<file path="config.mk">
export PLATFORM = sky130hd
export DESIGN_NAME = muldiv_ctrl
export DESIGN_NICKNAME = d
export VERILOG_FILES = /design/src/rtl/muldiv_ctrl.sv
export SDC_FILE = /design/constraint.sdc
export NUM_CORES = 2
export LEC_CHECK = 0
export BUFFER_PORTS_ARGS = -buffer_cell sky130_fd_sc_hd__buf_4
export CAP_MARGIN = 20
export CORE_ASPECT_RATIO = 2
export CORE_MARGIN = 1
export CORE_UTILIZATION = 60
export DETAILED_ROUTE_END_ITERATION = 8
export GPL_TIMING_DRIVEN = 0
export PLACE_DENSITY = 0.77
export SYNTH_ARGS = -nofsm -noshare
export SYNTH_HDL_FRONTEND = slang
export SYNTH_SLANG_ARGS = --single-unit
</file>
<file path="constraint.sdc">
create_clock -name clk -period 17.1 [get_ports clk]
set_clock_uncertainty 0.15 [all_clocks]
set_input_delay 0.855 -clock clk [delete_from_list [all_inputs] [get_ports clk]]
set_output_delay 0.855 -clock clk [all_outputs]
set_load 0.05 [all_outputs]
</file>
<file path="src/rtl/muldiv_ctrl.sv">
// HI/LO multiply/divide sequencer: fixed-latency multiply, 32-step restoring divide,
// MTHI/MTLO writes and the execute-stage stall for HI/LO hazards.
module muldiv_ctrl #(
  parameter int MUL_LAT  = 2,
  parameter int DIV_ITER = 32
) (
  input  logic        clk,
  input  logic        rst_n,
  input  logic        start,
  input  logic [1:0]  op,
  input  logic [31:0] src_a,
  input  logic [31:0] src_b,
  input  logic        mthi,
  input  logic        mtlo,
  input  logic        mf_req,
  input  logic        flush,
  output logic [31:0] hi,
  output logic [31:0] lo,
  output logic        busy,
  output logic        stall,
  output logic        done,
  output logic        div_zero
);

  typedef enum logic [2:0] {
    ST_IDLE     = 3'd0,
    ST_MUL      = 3'd1,
    ST_DIV_PREP = 3'd2,
    ST_DIV_RUN  = 3'd3,
    ST_DIV_FIX  = 3'd4
  } state_t;

  localparam logic [4:0] MUL_LAST = 5'(MUL_LAT - 1);
  localparam logic [4:0] DIV_LAST = 5'(DIV_ITER - 1);

  function automatic logic [31:0] neg_if(input logic [31:0] v, input logic en);
    return en ? (32'd0 - v) : v;
  endfunction

  state_t      state_r, state_next_s;
  logic [4:0]  cnt_r, cnt_next_s;
  logic [31:0] a_r, b_r, hi_r, lo_r, rem_r;
  logic        sgn_r, qsign_r, rsign_r, done_r, div_zero_r;
  logic        accept_s, busy_s, done_next_s, div_zero_next_s;
  logic [32:0] rem_shift_s, diff_s;
  logic [63:0] ext_a_s, ext_b_s, prod_s;

  assign accept_s    = start && !flush && (state_r == ST_IDLE);
  assign busy_s      = (state_r != ST_IDLE);
  // a_r doubles as the dividend shift register; quotient bits enter at the bottom
  assign rem_shift_s = {rem_r, a_r[31]};
  assign diff_s      = rem_shift_s - {1'b0, b_r};
  assign ext_a_s     = {{32{sgn_r & a_r[31]}}, a_r};
  assign ext_b_s     = {{32{sgn_r & b_r[31]}}, b_r};
  assign prod_s      = ext_a_s * ext_b_s;

  // State register
  always_ff @(posedge clk or negedge rst_n) begin
    if (!rst_n) begin
      state_r <= ST_IDLE;
      cnt_r   <= 5'd0;
    end else begin
      state_r <= state_next_s;
      cnt_r   <= cnt_next_s;
    end
  end

  // Next-state, counter and output-pulse decode
  always_comb begin
    state_next_s = state_r;
    cnt_next_s   = cnt_r;
    if (flush) begin
      state_next_s = ST_IDLE;
      cnt_next_s   = 5'd0;
    end else begin
      case (state_r)
        ST_IDLE: begin
          cnt_next_s = 5'd0;
          if (start) begin
            if (!op[1]) begin
              state_next_s = ST_MUL;
            end else if (src_b != 32'd0) begin
              state_next_s = ST_DIV_PREP;
            end else begin
              state_next_s = ST_IDLE;
            end
          end else begin
            state_next_s = ST_IDLE;
          end
        end
        ST_MUL: begin
          if (cnt_r == MUL_LAST) begin
            state_next_s = ST_IDLE;
            cnt_next_s   = 5'd0;
          end else begin
            cnt_next_s = cnt_r + 5'd1;
          end
        end
        ST_DIV_PREP: begin
          state_next_s = ST_DIV_RUN;
          cnt_next_s   = 5'd0;
        end
        ST_DIV_RUN: begin
          if (cnt_r == DIV_LAST) begin
            state_next_s = ST_DIV_FIX;
            cnt_next_s   = 5'd0;
          end else begin
            cnt_next_s = cnt_r + 5'd1;
          end
        end
        ST_DIV_FIX: begin
          state_next_s = ST_IDLE;
          cnt_next_s   = 5'd0;
        end
        default: begin
          state_next_s = ST_IDLE;
          cnt_next_s   = 5'd0;
        end
      endcase
    end
    // done is raised for the cycle whose closing edge writes HI/LO
    done_next_s = !flush && (((state_next_s == ST_MUL) && (cnt_next_s == MUL_LAST)) ||
                             (state_next_s == ST_DIV_FIX));
    div_zero_next_s = accept_s && op[1] && (src_b == 32'd0);
  end

  // Operand latches, divide datapath and HI/LO registers
  always_ff @(posedge clk or negedge rst_n) begin
    if (!rst_n) begin
      a_r        <= 32'd0;
      b_r        <= 32'd0;
      rem_r      <= 32'd0;
      hi_r       <= 32'd0;
      lo_r       <= 32'd0;
      sgn_r      <= 1'b0;
      qsign_r    <= 1'b0;
      rsign_r    <= 1'b0;
      done_r     <= 1'b0;
      div_zero_r <= 1'b0;
    end else begin
      done_r     <= done_next_s;
      div_zero_r <= div_zero_next_s;
      if (flush) begin
        rem_r <= 32'd0;
      end else begin
        case (state_r)
          ST_IDLE: begin
            if (accept_s) begin
              a_r   <= src_a;
              b_r   <= src_b;
              sgn_r <= ~op[0];
            end
            if (mthi) hi_r <= src_a;
            if (mtlo) lo_r <= src_a;
          end
          ST_MUL: begin
            if (cnt_r == MUL_LAST) begin
              hi_r <= prod_s[63:32];
              lo_r <= prod_s[31:0];
            end
          end
          ST_DIV_PREP: begin
            a_r     <= neg_if(a_r, sgn_r & a_r[31]);
            b_r     <= neg_if(b_r, sgn_r & b_r[31]);
            qsign_r <= sgn_r & (a_r[31] ^ b_r[31]);
            rsign_r <= sgn_r & a_r[31];
            rem_r   <= 32'd0;
          end
          ST_DIV_RUN: begin
            if (!diff_s[32]) begin
              rem_r <= diff_s[31:0];
              a_r   <= {a_r[30:0], 1'b1};
            end else begin
              rem_r <= rem_shift_s[31:0];
              a_r   <= {a_r[30:0], 1'b0};
            end
          end
          ST_DIV_FIX: begin
            lo_r <= neg_if(a_r, qsign_r);
            hi_r <= neg_if(rem_r, rsign_r);
          end
          default: begin
            rem_r <= 32'd0;
          end
        endcase
      end
    end
  end

  assign hi       = hi_r;
  assign lo       = lo_r;
  assign busy     = busy_s;
  assign done     = done_r;
  assign div_zero = div_zero_r;
  assign stall    = (busy_s && (start || mf_req || mthi || mtlo)) || (accept_s && mf_req);

endmodule

</file>
==> out/qor.txt, run 1 <==
post-synthesis instance total = 5758
sequential-to-total area share from yosys stat = 8.66%
Placer Congestion = 1.19
Port Buf Inserts = 139
grt ovf = 352
I/O Pins = 141
Post-CTS Repair Setup Buffers = 0
synthesized cell area = 50000 µm²
number of global-route vias before repair = 56400
Initial Util = 60.7%
hpwl dp = 203 mm
Distinct cells, synth = 72
Hold-fix buffers, CTS = 0
CTS Buf Count = 25
Total Routing Usage GR = 74.0%
first-pass GRT wire length = 446 mm
Seq cells post-synth = 173
count of flip-flops with a built-in enable after synthesis = 0
H-Tree Depth = 4
status = stopped before the end
width of the die = 206 µm
error msg = [ERROR GRT-0116] Global routing finished with congestion. Check the congestion regions in the DRC Viewer.
largest net degree at the start of global routing = 102
Root Buffer = clkbuf_16
Avg Inst Size Synth = 8.68 µm²
Die Span Y = 410 µm
synth warn = 0
Post-synth ARST share = 100%
net count after synthesis = 7209
site row count = 149
clock sinks = 173
Exit stage = global routing
Post-CTS Resized = 0
Synth Flop Type = dfrtp_1
worst-case clock buffer depth = 3
synthesized netlist by cell type (all sizes together), types with 16 or more instances:
| cell type | number | area share, % |
|---|---|---|
| fa | 1126 | 45 |
| mux2i | 32 | 0.64 |
| or4 | 17 | 0.26 |
| nand4 | 31 | 0.39 |
| nor2b | 18 | 0.23 |
| nor2 | 296 | 2.2 |
| nor3 | 48 | 0.48 |
| clkbuf | 290 | 2.2 |
| inv | 1178 | 8.8 |
| and3 | 29 | 0.36 |
| xor2 | 67 | 1.2 |
| buf | 71 | 0.56 |
| o32ai | 18 | 0.32 |
| or3 | 33 | 0.44 |
| a22oi | 16 | 0.24 |
| a21o | 48 | 0.72 |
| a221oi | 65 | 1.1 |
| o211ai | 17 | 0.26 |
| o21ai | 235 | 2.4 |
| xnor2 | 96 | 1.7 |
| and2 | 254 | 3.2 |
| nand2b | 25 | 0.31 |
| ha | 252 | 6.3 |
| a21oi | 169 | 1.7 |
| a31oi | 19 | 0.24 |
| o31ai | 35 | 0.55 |
| nand2 | 910 | 6.8 |
| nor4 | 17 | 0.23 |
| nand3 | 46 | 0.46 |
| dfrtp | 173 | 8.7 |
through the flow:
stage          util [%]  setup slack (ns)  cells  hold WS (ns)  cell area [µm²]
2_1_floorplan         -              8.90   5758         0.325            50000
3_3_place_gp       63.6              5.47   6954         0.319            52400
3_5_place_dp       64.1              5.70   6982         0.325            52800
4_1_cts            65.0              5.65   7015         0.179            53600
cell families after synthesis:
group	Yosys count	synth area share, %
adder cells (fa/ha/maj)	1378	51.4
AO/OA/AOI/OAI	709	8.94
flip-flops	173	8.66
multiplexers	35	0.708
XOR/XNOR	163	2.86
buffers and inverters	1549	11.7
AND/OR/NAND/NOR	1751	15.8
per-layer routing:
layer  GRT usage [%]  overflow
met1            73.0         0
met2            91.7       195
met3            57.8         1
met4            74.1       156
met5            25.5         0
==> inputs of run 2 (changes only) <==
--- a/config.mk
+++ b/config.mk
@@ -7,12 +7,11 @@
 export LEC_CHECK = 0
 export BUFFER_PORTS_ARGS = -buffer_cell sky130_fd_sc_hd__buf_4
 export CAP_MARGIN = 20
-export CORE_ASPECT_RATIO = 2
 export CORE_MARGIN = 1
-export CORE_UTILIZATION = 60
+export CORE_UTILIZATION = 40
 export DETAILED_ROUTE_END_ITERATION = 8
 export GPL_TIMING_DRIVEN = 0
-export PLACE_DENSITY = 0.77
+export PLACE_DENSITY_LB_ADDON = 0.15
 export SYNTH_ARGS = -nofsm -noshare
 export SYNTH_HDL_FRONTEND = slang
 export SYNTH_SLANG_ARGS = --single-unit
==> run 2 against run 1 <==
Against the previous run: the flow now finishes, with violations (DRC); synthesized cell count did not move; synthesized area did not move.
==> out/qor.txt, run 2 <==
status = finished, violations left
failing checks = DRC
layout cells sized above 1 = 4.19%
Worst path max stage delay = 0.69 ns
number of global-route vias before repair = 44300
Worst setup SP type = flip-flop
initial antenna violation count = 15
synth cell count leaders = inv_1 (1178), fa_1 (1126), nand2_1 (910)
Via density = 5.67
CP Capture Type = flip-flop
Total Routing Usage GR = 37.0%
DR WL/cell = 30.3 µm
post-route antenna net violation count = 0
CTS tree = done
post-synthesis instance total = 5758 (unchanged)
worst-case clock buffer depth = 2 (-1)
clock sinks = 173 (unchanged)
Post-CTS Resized = 0 (unchanged)
most frequent cells in the layout = inv_1 (1178), fa_1 (1125), nand2_1 (910)
H-Tree Depth = 4 (unchanged)
Synth Flop Type = dfrtp_1
Worst Reg-to-Reg Cells = 31
R2R Setup Slk = 5.43 ns
Critical Path RT = 17.29 ns
Placer Congestion = 1.03 (-13%)
Slew @ Worst Pin = 1.35 ns
number of setup violations in the final report = 0
CTS Buf Count = 17 (-32%)
first-pass GRT wire length = 328 mm
grt ovf = 0
Final Non-Filler Cells = 7615
hpwl dp = 194 mm (-4.8%)
Worst-Skew Late Latency = 0.50 ns
DRC Markers = 16
die area = 126000 µm²
Die Span Y = 356 µm (-13%)
core area = 124000 µm²
synth warn = 0 (unchanged)
total routed wirelength = 231 mm
Avg Inst Size Synth = 8.68 µm² (unchanged)
fmax = 0.0857 GHz
sequential-to-total area share from yosys stat = 8.66% (unchanged)
detailed-router iteration count before antenna repair = 9
synthesized cell area = 50000 µm² (unchanged)
Hold Crit Class = in2async
slew margin rel. = 10.2%
critical path's most frequent cell = fa_1
net count after synthesis = 7209 (unchanged)
Hold-fix buffers, CTS = 0 (unchanged)
fin. max-slew vios = 0
Sum Neg Setup Slack = 0 ns
RSZ-0062 raised after global routing = no
largest area contributor in the netlist = fa_1
Root Buffer = clkbuf_16
Synth top area share = 45.1% (unchanged)
reg2reg start = a_r[31]
Distinct cells, synth = 72 (unchanged)
Final min period = 11.67 ns
nets@finish = 7408
Layout area overhead = 8.76%
Hold Violations, Final = 0
width of the die = 356 µm (+72%)
Worst Path Max Fanout = 10
Seq cells post-synth = 173 (unchanged)
largest net degree at the start of global routing = 107
Final period util = 68.2%
max cap viols = 0
via count = 43200
Reg clk slew, reported paths = 0.08 ns
site row count = 129 (-13%)
Max stage delay cell, worst path = clkbuf_1
placed cells = 7568 (+8.4%)
Post-CTS Repair Setup Buffers = 0 (unchanged)
synth top area cells = fa_1 (45%), inv_1 (8.8%), dfrtp_1 (8.7%)
Initial DRC Count = 4877
Port Buf Inserts = 139 (unchanged)
I/O Pins = 141 (unchanged)
worst reg2reg path endpoint = hi[27]
crit path DAT = 11.86 ns
count of flip-flops with a built-in enable after synthesis = 0 (unchanged)
most common cell in the netlist = inv_1
crit path kind = reg2reg
Post-synth ARST share = 100% (unchanged)
Initial Util = 40.4% (-20 points)
commonest non-fill, non-tap cell in the layout = inv_1
==> run 2: cell counts after synthesis <==
Identical to the previous run, type by type.
==> run 2: layer usage <==
layer | GRT usage (%) | part of all wire [%] | vias to the layer above
met5 | 0 | 0.058 | -
met4 | 19.8 | 6.5 | 16
met3 | 10.3 | 11 | 496
met2 | 55.6 | 43 | 2363
met1 | 48.4 | 39 | 22400
li1 | - | - | 17900
==> run 2: area by class of cell <==
| class | instances | area [µm²] |
|---|---|---|
| multi-input cells | 4036 | 39900 |
| well taps | 1637 | 2050 |
| repair buffers | 180 | 1680 |
| plain buffers | 361 | 1380 |
| clock inverters | 11 | 164 |
| diodes | 8 | 20.0 |
| fillers | 12600 | 69400 |
| flip-flops and latches | 173 | 4330 |
| clock buffers | 21 | 460 |
| inverters | 1188 | 4460 |
==> run 2: logic make-up after synthesis <==
family,after synthesis,share of synthesized area (%)
AOI/OAI and AO/OA,709,8.94
xor gates and xnor gates,163,2.86
adders and majority gates,1378,51.4
buffers and inverters,1549,11.7
DFF,173,8.66
muxes,35,0.708
and+or+nand+nor,1751,15.8
==> run 2: worst max-delay path, delay by kind of cell (launching register included) <==
kind	cells	cell delay, ns
adder cells (fa/ha/maj)	9	4.57
buffers and inverters	9	2.68
flip-flops	1	0.65
AO/OA/AOI/OAI	4	1.11
AND/OR/NAND/NOR	8	2.14
XOR/XNOR	1	0.20
==> run 2: worst max path at each step <==
stage / cells after the start / start / to / slack (ns)
2_1_floorplan: 30 / a_r[31] / hi[28] / 8.90
3_3_place_gp: 30 / a_r[31] / hi[27] / 4.72
3_5_place_dp: 32 / a_r[31] / hi[27] / 5.71
4_1_cts: 32 / a_r[31] / hi[27] / 5.65
5_1_grt: 32 / a_r[31] / hi[27] / 5.16
6_report: 31 / a_r[31] / hi[27] / 5.43
==> run 2: stage by stage <==
| stage | util, % | hold slack (ns) | cell area, µm² | setup WS, ns |
|---|---|---|---|---|
| finish | 43.9 | 0.296 | 54400 | 5.43 |
| floorplan | - | 0.325 | 50000 | 8.90 |
| global route | 43.9 | 0.373 | 54400 | 5.16 |
| CTS | 43.8 | 0.342 | 54300 | 5.65 |
| detailed placement | 43.3 | 0.328 | 53600 | 5.71 |
| global placement | 42.9 | 0.321 | 53100 | 4.72 |
Power of run 2 is not shown: default switching activity piles up to over one toggle a cycle in this logic, so the estimate is an artifact.
